## src/rtl/uart_pkg.sv

```systemverilog
// rtl/uart_pkg.sv - shared constants, state encodings and baud helper for the UART command receiver
package uart_pkg;

  localparam logic [7:0] SYNC_BYTE = 8'hA5;
  localparam int         PKT_LEN   = 5;

  typedef enum logic [2:0] {
    BE_IDLE,
    BE_START,
    BE_DATA,
    BE_STOP,
    BE_WAIT_HIGH
  } bit_state_t;

  typedef enum logic [2:0] {
    P_WAIT_SYNC,
    P_GET_ADDR,
    P_GET_HI,
    P_GET_LO,
    P_GET_CHK
  } parse_state_t;

  function automatic int clks_per_bit(input int clk_freq, input int baud);
    return clk_freq / baud;
  endfunction

endpackage

```

## src/rtl/uart_rx_byte.sv

```systemverilog
// rtl/uart_rx_byte.sv - rx synchroniser and 8N1 bit engine producing byte and frame-error pulses
module uart_rx_byte
  import uart_pkg::*;
#(
  parameter int CLKS_PER_BIT = 434
) (
  input  logic       clk,
  input  logic       rst,
  input  logic       rx,
  output logic       byte_valid,
  output logic [7:0] byte_data,
  output logic       err_frame,
  output logic       busy
);

  localparam int               CNT_W    = $clog2(CLKS_PER_BIT + 1);
  localparam logic [CNT_W-1:0] CNT_FULL = CNT_W'(CLKS_PER_BIT);
  localparam logic [CNT_W-1:0] CNT_HALF = CNT_W'(CLKS_PER_BIT / 2);

  logic             rx_meta;
  logic             rx_s;
  bit_state_t       state;
  logic [CNT_W-1:0] cnt;
  logic [2:0]       bit_idx;
  logic [7:0]       shreg;
  logic             expire;

  assign expire = (cnt <= CNT_W'(1));
  assign busy   = (state != BE_IDLE);

  always_ff @(posedge clk or posedge rst) begin
    if (rst) begin
      rx_meta <= 1'b1;
      rx_s    <= 1'b1;
    end else begin
      rx_meta <= rx;
      rx_s    <= rx_meta;
    end
  end

  always_ff @(posedge clk or posedge rst) begin
    if (rst) begin
      state      <= BE_IDLE;
      cnt        <= '0;
      bit_idx    <= '0;
      shreg      <= '0;
      byte_valid <= 1'b0;
      byte_data  <= '0;
      err_frame  <= 1'b0;
    end else begin
      byte_valid <= 1'b0;
      err_frame  <= 1'b0;
      if (!expire) cnt <= cnt - CNT_W'(1);
      case (state)
        BE_IDLE: begin
          if (!rx_s) begin
            state <= BE_START;
            cnt   <= CNT_HALF;
          end
        end
        BE_START: begin
          // a start bit that is gone by mid-bit was line noise
          if (expire) begin
            if (rx_s) begin
              state <= BE_IDLE;
            end else begin
              state   <= BE_DATA;
              cnt     <= CNT_FULL;
              bit_idx <= '0;
            end
          end
        end
        BE_DATA: begin
          if (expire) begin
            shreg   <= {rx_s, shreg[7:1]};
            cnt     <= CNT_FULL;
            bit_idx <= bit_idx + 3'd1;
            if (bit_idx == 3'd7) state <= BE_STOP;
          end
        end
        BE_STOP: begin
          if (expire) begin
            if (rx_s) begin
              byte_valid <= 1'b1;
              byte_data  <= shreg;
              state      <= BE_IDLE;
            end else begin
              err_frame <= 1'b1;
              state     <= BE_WAIT_HIGH;
            end
          end
        end
        BE_WAIT_HIGH: begin
          if (rx_s) state <= BE_IDLE;
        end
        default: state <= BE_IDLE;
      endcase
    end
  end

endmodule

```

## src/rtl/uart_cmd_receiver.sv

```systemverilog
// rtl/uart_cmd_receiver.sv - frames UART bytes into checksummed 5-byte register-write commands
module uart_cmd_receiver
  import uart_pkg::*;
#(
  parameter int CLK_FREQ     = 50_000_000,
  parameter int BAUD         = 115200,
  parameter int TIMEOUT_BITS = 40
) (
  input  logic        clk,
  input  logic        rst,
  input  logic        rx,
  output logic        cmd_valid,
  output logic [7:0]  cmd_addr,
  output logic [15:0] cmd_data,
  output logic        err_frame,
  output logic        err_chksum,
  output logic        rx_activity
);

  localparam int              CPB      = clks_per_bit(CLK_FREQ, BAUD);
  localparam int              TO_LIMIT = TIMEOUT_BITS * CPB;
  localparam int              TO_W     = $clog2(TO_LIMIT + 1);
  localparam logic [TO_W-1:0] TO_MAX   = TO_W'(TO_LIMIT);

  logic            byte_valid;
  logic [7:0]      byte_data;
  logic            frame_err;
  parse_state_t    pstate;
  logic [7:0]      addr_r;
  logic [7:0]      hi_r;
  logic [7:0]      lo_r;
  logic [TO_W-1:0] to_cnt;
  logic            timeout;

  uart_rx_byte #(
    .CLKS_PER_BIT(CPB)
  ) u_rx_byte (
    .clk        (clk),
    .rst        (rst),
    .rx         (rx),
    .byte_valid (byte_valid),
    .byte_data  (byte_data),
    .err_frame  (frame_err),
    .busy       (rx_activity)
  );

  assign err_frame = frame_err;
  assign timeout   = (pstate != P_WAIT_SYNC) && (to_cnt == TO_MAX);

  always_ff @(posedge clk or posedge rst) begin
    if (rst) begin
      pstate     <= P_WAIT_SYNC;
      addr_r     <= '0;
      hi_r       <= '0;
      lo_r       <= '0;
      to_cnt     <= '0;
      cmd_valid  <= 1'b0;
      cmd_addr   <= '0;
      cmd_data   <= '0;
      err_chksum <= 1'b0;
    end else begin
      cmd_valid  <= 1'b0;
      err_chksum <= 1'b0;
      // inter-byte silence counter, saturating so a stalled packet stays aborted
      if (byte_valid || pstate == P_WAIT_SYNC) begin
        to_cnt <= '0;
      end else if (to_cnt != TO_MAX) begin
        to_cnt <= to_cnt + TO_W'(1);
      end
      if (frame_err || timeout) begin
        pstate <= P_WAIT_SYNC;
      end else if (byte_valid) begin
        case (pstate)
          P_WAIT_SYNC: if (byte_data == SYNC_BYTE) pstate <= P_GET_ADDR;
          P_GET_ADDR: begin
            addr_r <= byte_data;
            pstate <= P_GET_HI;
          end
          P_GET_HI: begin
            hi_r   <= byte_data;
            pstate <= P_GET_LO;
          end
          P_GET_LO: begin
            lo_r   <= byte_data;
            pstate <= P_GET_CHK;
          end
          P_GET_CHK: begin
            if (byte_data == (addr_r ^ hi_r ^ lo_r)) begin
              cmd_valid <= 1'b1;
              cmd_addr  <= addr_r;
              cmd_data  <= {hi_r, lo_r};
            end else begin
              err_chksum <= 1'b1;
            end
            pstate <= P_WAIT_SYNC;
          end
          default: pstate <= P_WAIT_SYNC;
        endcase
      end
    end
  end

endmodule

```

## config.mk

```make
export PLATFORM = sky130hd
export DESIGN_NAME = uart_cmd_receiver
export DESIGN_NICKNAME = d
export VERILOG_FILES = /design/src/rtl/uart_pkg.sv /design/src/rtl/uart_rx_byte.sv /design/src/rtl/uart_cmd_receiver.sv
export SDC_FILE = /design/constraint.sdc
export NUM_CORES = 1
export LEC_CHECK = 0
export ABC_AREA = 0
export BUFFER_PORTS_ARGS = -buffer_cell sky130_fd_sc_hd__clkbuf_2
export CAP_MARGIN = 20
export CORE_ASPECT_RATIO = 1.2
export CORE_UTILIZATION = 44
export DETAILED_ROUTE_END_ITERATION = 16
export PLACE_DENSITY = 0.72
export SLEW_MARGIN = 25
export SYNTH_ARGS = -nofsm -noshare
export SYNTH_HDL_FRONTEND = slang
export SYNTH_SLANG_ARGS = --single-unit
```

## constraint.sdc

```tcl
create_clock -name clk -period 3.54 [get_ports clk]
set_input_delay 0.531 -clock clk [delete_from_list [all_inputs] [get_ports clk]]
set_output_delay 0.531 -clock clk [all_outputs]
set_load 0.01 [all_outputs]
```

======== After elaboration in Yosys (flattened, before gate mapping) ========
Index checks and enable logic that the tools add are counted.
storage, ports and cells
  output and inout bits ................... 28
  register bits after elaboration ......... 103
  word-level logic and storage cells ...... 104
  input bits .............................. 3
cells by class
  eq/ne operators ......................... 21
  bitwise operators ....................... 3
  $lt $le $gt $ge ......................... 1
  reductions and logical operators ........ 19
  $add $sub $neg .......................... 3
  multiplexer cells ....................... 39
operator list
  kind                                                 number
  two-way mux 9 bit                                    5
  two-way mux 3 bit                                    13
  two-way mux 15 bit                                   2
  case mux 9 bit (3 select lines)                      1
  bitwise XOR 8 bit                                    2
  adder 15 x 1 -> 15 bit, second input constant        1
  equality test 15 bit, second input constant          1
  != test 15 bit, second input constant                1
  case mux 3 bit (5 select lines)                      1
  two-way mux 1 bit                                    14
  equality test 3 x 2 -> 1 bit, second input constant  4
  case mux 3 bit (4 select lines)                      1
  AND reduction 3 bit                                  4
  != test 2 x 1 -> 1 bit, second input constant        5
  equality test 3 bit, second input constant           3
  <= comparator 9 x 1 -> 1 bit, second input constant  1
  subtractor 9 x 1 -> 9 bit, second input constant     1
  equality test 8 bit                                  1
  equality test 8 bit, second input constant           1
  AND reduction 4 bit                                  2
  equality test 3 x 1 -> 1 bit, second input constant  2
  zero test 3 bit                                      2
  case mux 3 bit (2 select lines)                      1
  AND reduction 6 bit                                  1
  other kinds (10)                                     16

======== Depth between registers and ports, before layout ========
  word-level depth ........................ 7
  gate-level depth with buffers ........... 8

======== Cells and area by module ========
From an unflattened synthesis, not the netlist that was laid out.
second synthesis, totals
  cells, all modules ...................... 375
  area total of the unflattened synthesis .. 4708.3 µm²
modules (own cells, without submodules)
  module             area an instance (µm²)  times used  cells an instance
  uart_cmd_receiver  3066.7                  1           239
  uart_rx_byte       1641.6                  1           136

======== Least setup slack after synthesis ========
No wires, ideal clock.
  path type ............................... reg-to-reg
  start ................................... register to_cnt[2]
  end ..................................... register cmd_addr[0]
  library setup time ...................... 127 ps
  arrival time ............................ 2199 ps
  path slack .............................. 1214 ps
  period minus slack after synthesis ...... 2326 ps
  stages on the path, launching flop included .. 7
  path through ............................ dfrtp_1 > or4_1 > o41a_1 > and4b_1 > nand3_4 > buf_6 > mux2_1
between the ends
  longest elaborated chain between the ends .. 5
RTL lines
  item                                  RTL line                 text
  start, declared                       uart_cmd_receiver.sv:32  logic [TO_W-1:0] to_cnt;
  start signal, assigned                uart_cmd_receiver.sv:68  to_cnt <= to_cnt + TO_W'(1);
  equality test 15 bit                  uart_cmd_receiver.sv:48  assign timeout = (pstate != P_WAIT_SYNC) && (to_cnt == TO_MAX);
  logical AND 1 bit                     uart_cmd_receiver.sv:48
  logical OR 1 bit                      uart_cmd_receiver.sv:70  if (frame_err || timeout) begin
  inverter 1 bit (no source line)       --
  AND reduction 4 bit (no source line)  --
  end signal, assigned                  uart_cmd_receiver.sv:90  cmd_addr <= addr_r;
  end, declared                         uart_cmd_receiver.sv:13  output logic [7:0] cmd_addr,
Every way passes these cells.
A chain may end at the register's enable or synchronous reset.

======== Worst setup path after layout ========
  start ................................... register to_cnt[2]
  end ..................................... register cmd_addr[3]
Same word-level chain as after synthesis.

==> impl_results.md <==
* Status: finished, final reports clean
* Pwr per Cell Area at between 400 and 500 mW/mm2
* Synth area leader: dfrtp_1
* Endpoints failing setup at 0
* Hold WC Path Type: in -> reg
* Crit Path Max Fanout at 25
* Tcrit/Tclk final at 0.720
* Rel. slew slack at 0.457
* Max cap viols at 0
* Distinct cells, synth at 48
* Max Root-Sink Buffers at 2
* Area share of the largest cell type after synthesis at 0.550
* Number of synthesized flops with an enable pin at 0
* Synth Instances at roughly 370
* Critical Path RT at 3770 ps
* Syn avg cell area at around 13 um2
* Slowest cell on the critical path: or4_1
* Setup tns final at 0 ps
* Crit path kind: reg -> reg
* Setup ws final at just under 1000 ps
* Leakage power at about 0.0025 uW
* Die width at 95.3 um
* Sequential share of the synthesized area at 0.561
* Core Util, Final at 0.512
* Drt via density at about 5.3
* Final hold vios at 0
* Detailed-route via count at roughly 2800
* Worst VDD drop at ~0.00022 V
* Die footprint at around 0.011 mm2
* Num Clock Sinks at between 100 and 150
* Combinational power share at 0.013
* Grt ovf at 0
* Final Power at about 2100 uW
* Switching Share at 0.209
* Top cells by area, synth: dfrtp_1, mux2_2, mux2_1
* P_sw at 450 uW
* Worst Tran Pin Value at between 800 and 900 ps
* Max stage delay on crit path at 590 ps
* Fraction of registers with async set or reset after synthesis at 1.00
* Largest net degree at the start of global routing at 81
* CTS tree: built
* Cell family with most CP delay: simple AND/OR/NAND/NOR gates
* Postcts setup bufs at 0
* CTS resizes at 0
* Unrepaired setup endpoints after global routing: false
* First-pass GRT wire length at approximately 13000 um
* Primary FF master, synth: dfrtp_1
* Max-slew violation count at 0
* Synthesis-to-layout area growth at 12.4%
* # DRC at 0
* Cell Chain, Critical Path: or4_1 -> o41a_1 -> and4b_1 -> nand3_4 -> mux2_2
* Gr usage total at 0.163
* Post-DR wirelength/cell at approximately 15 um
* Hold Buf Count CTS at 0
* Syn. warnings at 0
* Clock Pin Slew Worst Setup and Hold Paths at 70 ps
* CTS root buffer: clkbuf_16
* Clk_lat worst skew at around 340 ps
* Initial Util at 0.455
* Crit end category: register
* Syn Std Cell Area at 0.00460 mm2
* Gp weighted congestion at 0.828
* Clock buffer count from CTS at 9
* Max Clk Rate at 392 MHz
* First-pass DRT Iterations at 5
* Syn_nets at between 300 and 400
* Most common cell after layout, fill and taps aside: dfrtp_1
* Worst Path Buf+Inv at 0
* Core area at 0.0101 mm2
* Startpoint Class: register
* Yosys reg bits at around 100
* Setup Skew at ~4.7 ps
* Diode count at 0
* Initial antenna violation count at 0
* IO Port Bufs at 30
* DP HPWL at about 5500 um
* Drt total wl at 7890 um
* Height of the die at between 100 and 150 um
* Core Rows at 40
* Reg power frac at 0.549
* Clock Power Share at 0.438
* Int Pwr at between 1500 and 2000 uW
* Tmin final at around 2600 ps
* DRT iter0 DRCs at 85
* Layout cells sized above 1 at 0.246
* Setup WS pre-CTS at between 1000 and 1500 ps
* Nets at roughly 400
* Vias in the first global route at about 2900
* Final ANT Viol Nets at 0
* H-tree Lvls at 3
* CP arrival at between 2000 and 3000 ps
* # IOs at 31
* Hold slack at roughly 270 ps
* Most frequent cells in the layout: dfrtp_1, mux2_2, clkbuf_2
-- cell type report --
| class | count | area, um2 |
|---|---|---|
| Timing Repair Buffer | 33 | 173 |
| Clock inverter | 4 | 30.0 |
| Clock buffer | 12 | 256 |
| Tap cell | 126 | 158 |
| Inverter | 14 | 57.6 |
| Fill cell | 892 | 4940 |
| Multi-Input combinational cell | 240 | 1920 |
| Sequential cell | 103 | 2580 |
-- synth_stat cells, drive strengths merged (3+ instances only) --
master    n
nor3     11
dfrtp   101
xnor2    23
mux2i     3
nor2     23
inv      14
o21ai     5
xor2     18
clkbuf    6
or3       5
nand2    12
mux2     64
nor4      7
nand4     4
a21oi    10
buf       3
nand3    17
ha        6
-- state kept, by name, summed over array words and instances, names as in the netlist --
name                  cells
u_rx_byte.byte_valid      1
u_rx_byte.cnt             9
u_rx_byte.state           3
lo_r                      8
u_rx_byte.byte_data       8
err_chksum                1
cmd_addr                  8
u_rx_byte.err_frame       1
cmd_valid                 1
u_rx_byte.bit_idx         3
cmd_data                 16
u_rx_byte.rx_s            1
u_rx_byte.rx_meta         1
to_cnt                   15
hi_r                      8
addr_r                    8
pstate                    3
u_rx_byte.shreg           8
-- cell families after synthesis --
logic type	count (synthesis)	share of synthesized area
AO/OA/AOI/OAI	32	0.0465
buffers and inverters	23	0.0223
XOR/XNOR	41	0.0781
flip-flops	103	0.561
multiplexers	67	0.163
adder cells (fa/ha/maj)	6	0.0163
AND/OR/NAND/NOR	94	0.113
-- power groups by stage --
stage	combinational [uW]	sequential, uW	clock [uW]
2_1_floorplan	20.2	1200	0
3_3_place_gp	28.6	1200	0
3_5_place_dp	29.1	1200	0
4_1_cts	29.2	1180	962
5_1_grt	32.9	1180	998
6_report	27.3	1180	941
-- per-stage QoR --
step / cell area (um2) / std cells
floorplan: 4600 / 366
CTS: 5170 / 532
global placement: 4880 / 516
finish: 5170 / 532
global route: 5170 / 532
detailed placement: 4880 / 516
-- layer usage --
layer,GRT usage,vias up,share of wire
li1,-,1367,-
met1,0.208,1402,0.47
met2,0.263,57,0.48
met3,0.0227,14,0.027
met4,0.0899,0,0.023
met5,0,-,0
-- final timing paths --
kind                                   start                 to  slack, ps  depth (start not counted)
setup / recovery                   to_cnt[2]        cmd_addr[3]        990                          5
hold / removal                            rx  u_rx_byte.rx_meta        270                          1
setup reg to reg                   to_cnt[2]        cmd_addr[3]        990                          5
hold reg to reg            u_rx_byte.rx_meta     u_rx_byte.rx_s        360                          0
max in group asynchronous                rst        cmd_data[1]       2520                          3
min in group asynchronous                rst         to_cnt[11]        290                          2
-- worst reg2reg max path: stages (launching register included) --
cell and delay [ps]:
dfrtp_1 430, or4_1 590, o41a_1 490, and4b_1 260, nand3_4 280, mux2_2 380
Power figures use the tool's default switching activity.
